[config.mk]
export PLATFORM = sky130hd
export DESIGN_NAME = uart_rx
export DESIGN_NICKNAME = d
export VERILOG_FILES = /design/src/rtl/uart_rx.sv
export SDC_FILE = /design/constraint.sdc
export NUM_CORES = 1
export LEC_CHECK = 0
export CORE_MARGIN = 2
export CORE_UTILIZATION = 59
export DETAILED_ROUTE_END_ITERATION = 8
export GPL_ROUTABILITY_DRIVEN = 0
export PLACE_DENSITY = 0.83
export SLEW_MARGIN = 10
export SYNTH_ARGS = -nofsm -noshare
export SYNTH_HDL_FRONTEND = slang
export SYNTH_SLANG_ARGS = --single-unit
export TNS_END_PERCENT = 5
[constraint.sdc]
create_clock -name clk -period 3 [get_ports clk]
set_input_delay 0.6 -clock clk [delete_from_list [all_inputs] [get_ports clk]]
set_output_delay 0.6 -clock clk [all_outputs]
set_load 0.01 [all_outputs]
[src/rtl/uart_rx.sv]
// UART receiver: 2-flop synchronised rx, mid-bit sampling, LSB-first frame capture.
// Latency: falling start edge to data_valid = 2 + CPP/2 + DATA_WIDTH*CPP + CPP cycles (+/-2).
// No backpressure: data_out holds the last good word; the consumer must take it within one frame.
module uart_rx #(
   parameter int CLOCKS_PER_PULSE = 16,
   parameter int DATA_WIDTH       = 8
) (
   input  logic                  clk,
   input  logic                  rstn,
   input  logic                  rx,
   output logic [DATA_WIDTH-1:0] data_out,
   output logic                  data_valid,
   output logic                  frame_err,
   output logic                  rx_busy
);

   localparam int CW = (CLOCKS_PER_PULSE > 1) ? $clog2(CLOCKS_PER_PULSE) : 1;
   localparam int BW = (DATA_WIDTH > 1) ? $clog2(DATA_WIDTH) : 1;
   localparam logic [CW-1:0] CLK_MID  = CW'(CLOCKS_PER_PULSE/2 - 1);
   localparam logic [CW-1:0] CLK_LAST = CW'(CLOCKS_PER_PULSE - 1);
   localparam logic [BW-1:0] BIT_LAST = BW'(DATA_WIDTH - 1);

   typedef enum logic [2:0] {RX_IDLE, RX_START, RX_DATA, RX_STOP, RX_BREAK} state_t;

   state_t                  state;
   state_t                  state_nxt;
   logic                    rx_m;
   logic                    rx_s;
   logic [CW-1:0]           c_clocks;
   logic [BW-1:0]           c_bits;
   logic [DATA_WIDTH-1:0]   shreg;
   logic                    bit_end;
   logic                    valid_nxt;
   logic                    err_nxt;

   // From the start-bit centre, one full bit period lands on the centre of every later bit.
   assign bit_end = (c_clocks == CLK_LAST);

   // Two-flop synchroniser; reset to the idle-high line level so reset release is not a start edge.
   always_ff @(posedge clk or negedge rstn) begin
      if (!rstn) begin
         rx_m <= 1'b1;
         rx_s <= 1'b1;
      end else begin
         rx_m <= rx;
         rx_s <= rx_m;
      end
   end

   // State register.
   always_ff @(posedge clk or negedge rstn) begin
      if (!rstn) state <= RX_IDLE;
      else       state <= state_nxt;
   end

   // Next-state logic: start detect, start-bit glitch rejection, data/stop sequencing, break hold.
   always_comb begin
      state_nxt = state;
      case (state)
         RX_IDLE:  if (!rx_s) state_nxt = RX_START;
         RX_START: if (c_clocks == CLK_MID) state_nxt = rx_s ? RX_IDLE : RX_DATA;
         RX_DATA:  if (bit_end && (c_bits == BIT_LAST)) state_nxt = RX_STOP;
         RX_STOP:  if (bit_end) state_nxt = rx_s ? RX_IDLE : RX_BREAK;
         RX_BREAK: if (rx_s) state_nxt = RX_IDLE;
         default:  state_nxt = RX_IDLE;
      endcase
   end

   // Output decode: strobe requests at the mid-stop decision, busy straight from state.
   always_comb begin
      valid_nxt = (state == RX_STOP) && bit_end && rx_s;
      err_nxt   = (state == RX_STOP) && bit_end && !rx_s;
      rx_busy   = (state != RX_IDLE);
   end

   // Bit-period and bit-index counters; both clear on every state change.
   always_ff @(posedge clk or negedge rstn) begin
      if (!rstn) begin
         c_clocks <= '0;
         c_bits   <= '0;
      end else if (state_nxt != state) begin
         c_clocks <= '0;
         c_bits   <= '0;
      end else if ((state == RX_DATA) && bit_end) begin
         c_clocks <= '0;
         c_bits   <= c_bits + 1'b1;
      end else if ((state == RX_START) || (state == RX_DATA) || (state == RX_STOP)) begin
         c_clocks <= c_clocks + 1'b1;
      end
   end

   // Shift in at the MSB and move right so the first (LSB) bit ends up at bit 0.
   always_ff @(posedge clk or negedge rstn) begin
      if (!rstn)                          shreg <= '0;
      else if ((state == RX_DATA) && bit_end) shreg <= DATA_WIDTH'({rx_s, shreg} >> 1);
   end

   // Registered outputs: one-cycle strobes; data_out only moves on a good stop bit.
   always_ff @(posedge clk or negedge rstn) begin
      if (!rstn) begin
         data_out   <= '0;
         data_valid <= 1'b0;
         frame_err  <= 1'b0;
      end else begin
         data_valid <= valid_nxt;
         frame_err  <= err_nxt;
         if (valid_nxt) data_out <= shreg;
      end
   end

endmodule

==> flow_summary.ini <==
[layout]
fin_nets = 127
design_area_um2 = 1580
layout-drive-gt1-share = 0.279
fill_cells = 156
syn2layout_area_growth_pct = 17.5
diodes = 0

[cts]
insertion_delay_ns = 0.34
cts.sink_count = 30
cts_resized = 0
cts_max_level = 2
cts.clk_slew.worst_paths_ns = 0.10
cts_root_buffer = clkbuf_4
cts_buffers = 5
cts_hold_buf = 0
postCtsSetupBuffers = 0
cts_buffer_depth = 2
cts_tree = yes

[logic_synthesis]
avgSynthCellArea_um2 = 12.7
synthFlopType = dfrtp_1
yosysSeqAreaShare = 0.559
synth_area_um2 = 1350
yosysMostFrequentCell = dfrtp_1
synth_area_leaders = dfrtp_1, mux2_2, dfstp_2
synthTopCellsByCount = dfrtp_1, mux2_2, nor2_1, inv_1, xnor2_1
syn_inst = 106
async_flop_share = 1.00
yosysTopAreaCell = dfrtp_1
synth_nets = 112
synth_top_area_share = 0.520
synth-edff-count = 0
yosys_warnings = 0
synthDistinctLibCells = 31
ys_ff_latch = 30

[global_routing]
grt_pass1_vias = 891
grt_max_degree = 31
track_usage = 0.223
antenna_found_initial = 0
grt_pass1_wl_mm = 4.14
grt.overflow.total = 0

[floorplan]
die_w_um = 51.8
core_um2 = 2190
die_y_um = 51.8
initial_utilization = 0.615
dieArea_um2 = 2680
ioPinCount = 14
rows = 17

[drt]
drtIter0Drc = 18
ant_nets = 0
firstDrtPassIters = 4
vias = 830
drc = 0
routed_wl_mm = 2.35
detail_route.wl_per_cell_um = 15.7
vias_per_cell = 5.53

[hold_path]
hp-class = register to register

[worst_setup_path]
max_stage_delay_ns = 0.49
cp-end-kind = output port
critPathRequiredTime_ns = 2.40
path_cells = or3_2 -> clkdlybuf4s50_1
cp.arrival_ns = 1.78
crit_family = simple AND/OR/NAND/NOR gates
worstSetupStartpointType = register
cp_num_buf_inv = 1
path_class = register to output port
crit_path_top_delay_cell = or3_2
crit_path_max_fanout = 9

[sta]
finalCritPeriodShare = 0.792
fin_crit_ns = 2.38
whs_ns = 0.363
slew_headroom = 0.530
worst_pin_slew_ns = 0.702
maxClockFrequency_mhz = 421
hold_viol_final = 0
setup_tns_ns = 0
final-setup-viol-count = 0
layout_setup_ws_ns = 0.623
rsz0062_at_grt = false
final.setup_skew_ns = 0.0122
slew_viol_final = 0

[placement]
io_buffers = 13
hpwl_mm = 1.59
placed_area_um2 = 1470
dp_slack_ns = 0.991

[job]
cap_violations = 0

[power]
ir_drop_mv = 0.548
power.density_nw_per_um2 = 733
p_leak_uw = 0.000759

[run_status]
outcome = finished, final reports clean
[sequential cells by signal, indices dropped and copies added, names as in the netlist]
register / flops
c_bits: 3
c_clocks: 4
data_out: 8
data_valid: 1
frame_err: 1
rx_m: 1
rx_s: 1
shreg: 8
state: 3
[layout by cell type (no fill, tap or decap), types with 2 or more instances in the layout]
| cell type | count |
|---|---|
| clkdlybuf4s50_1 | 13 |
| o21ai_0 | 3 |
| nand2_1 | 3 |
| nand3_1 | 3 |
| clkbuf_4 | 5 |
| dfrtp_1 | 28 |
| nor2_1 | 10 |
| mux2i_1 | 3 |
| inv_1 | 5 |
| bufinv_16 | 2 |
| ha_1 | 3 |
| xnor2_1 | 4 |
| nor3_2 | 2 |
| mux2_2 | 15 |
| dfstp_2 | 2 |
| or3_2 | 3 |
[where the power goes]
part           leakage [µW]  switching, µW  internal [µW]  total (µW)
sequential         0.000400           63.7            445         509
combinational      0.000300            122            103         225
clock             0.0000585            144            282         426
[path summary, 6_finish.rpt]
kind	cells after the start	slack (ns)	startpoint	end
setup / recovery	2	0.62	state[2]$_DFF_PN0_	rx_busy
hold reg to reg	0	0.36	rx_m$_DFF_PN1_	rx_s$_DFF_PN1_
hold / removal	0	0.36	rx_m$_DFF_PN1_	rx_s$_DFF_PN1_
max in group asynchronous	2	2.07	rstn	rx_m$_DFF_PN1_
min in group asynchronous	2	0.63	rstn	data_out[7]$_DFFE_PN0P_
setup reg to reg	4	1.03	c_clocks[0]$_DFFE_PN0P_	shreg[3]$_DFFE_PN0P_
[final cells by class]
cell class	instances	area, µm²	area share
repair buffers	14	138	0.0870
flip-flops and latches	30	753	0.476
clock buffers	6	51.3	0.0324
multi-input cells	65	527	0.333
clock inverters	2	60.1	0.0379
inverters	5	18.8	0.0119
well taps	28	35.0	0.0221
[kinds of logic after synthesis]
family,count (synthesis),synth area share
compound gates,13,0.0696
xor+xnor,5,0.0325
fa+ha+maj,3,0.0279
buf+inv,11,0.0501
flops,30,0.559
mux,19,0.156
simple gates,25,0.105
[worst register-to-register path: cells and delay by family (launching register included)]
family	cells	cell delay, ns
muxes	1	0.43
adders and majority gates	1	0.27
DFF	1	0.40
and+or+nand+nor	2	0.77
[layer usage]
metal	global-route usage	vias up	wire [µm]
li1	-	396	-
met1	0.257	412	930
met2	0.376	16	1280
met3	0.0718	6	103
met4	0.101	0	32
met5	0	-	0
[metrics by stage]
| stage | instances | util | power (µW) |
|---|---|---|---|
| finish | 150 | 0.722 | 1160 |
| floorplan | 106 | - | 706 |
| global placement | 142 | 0.672 | 721 |
| global route | 150 | 0.722 | 1220 |
| detailed placement | 142 | 0.672 | 742 |
| CTS | 150 | 0.722 | 1170 |
Note: power is estimated with default switching activity, not from simulation.
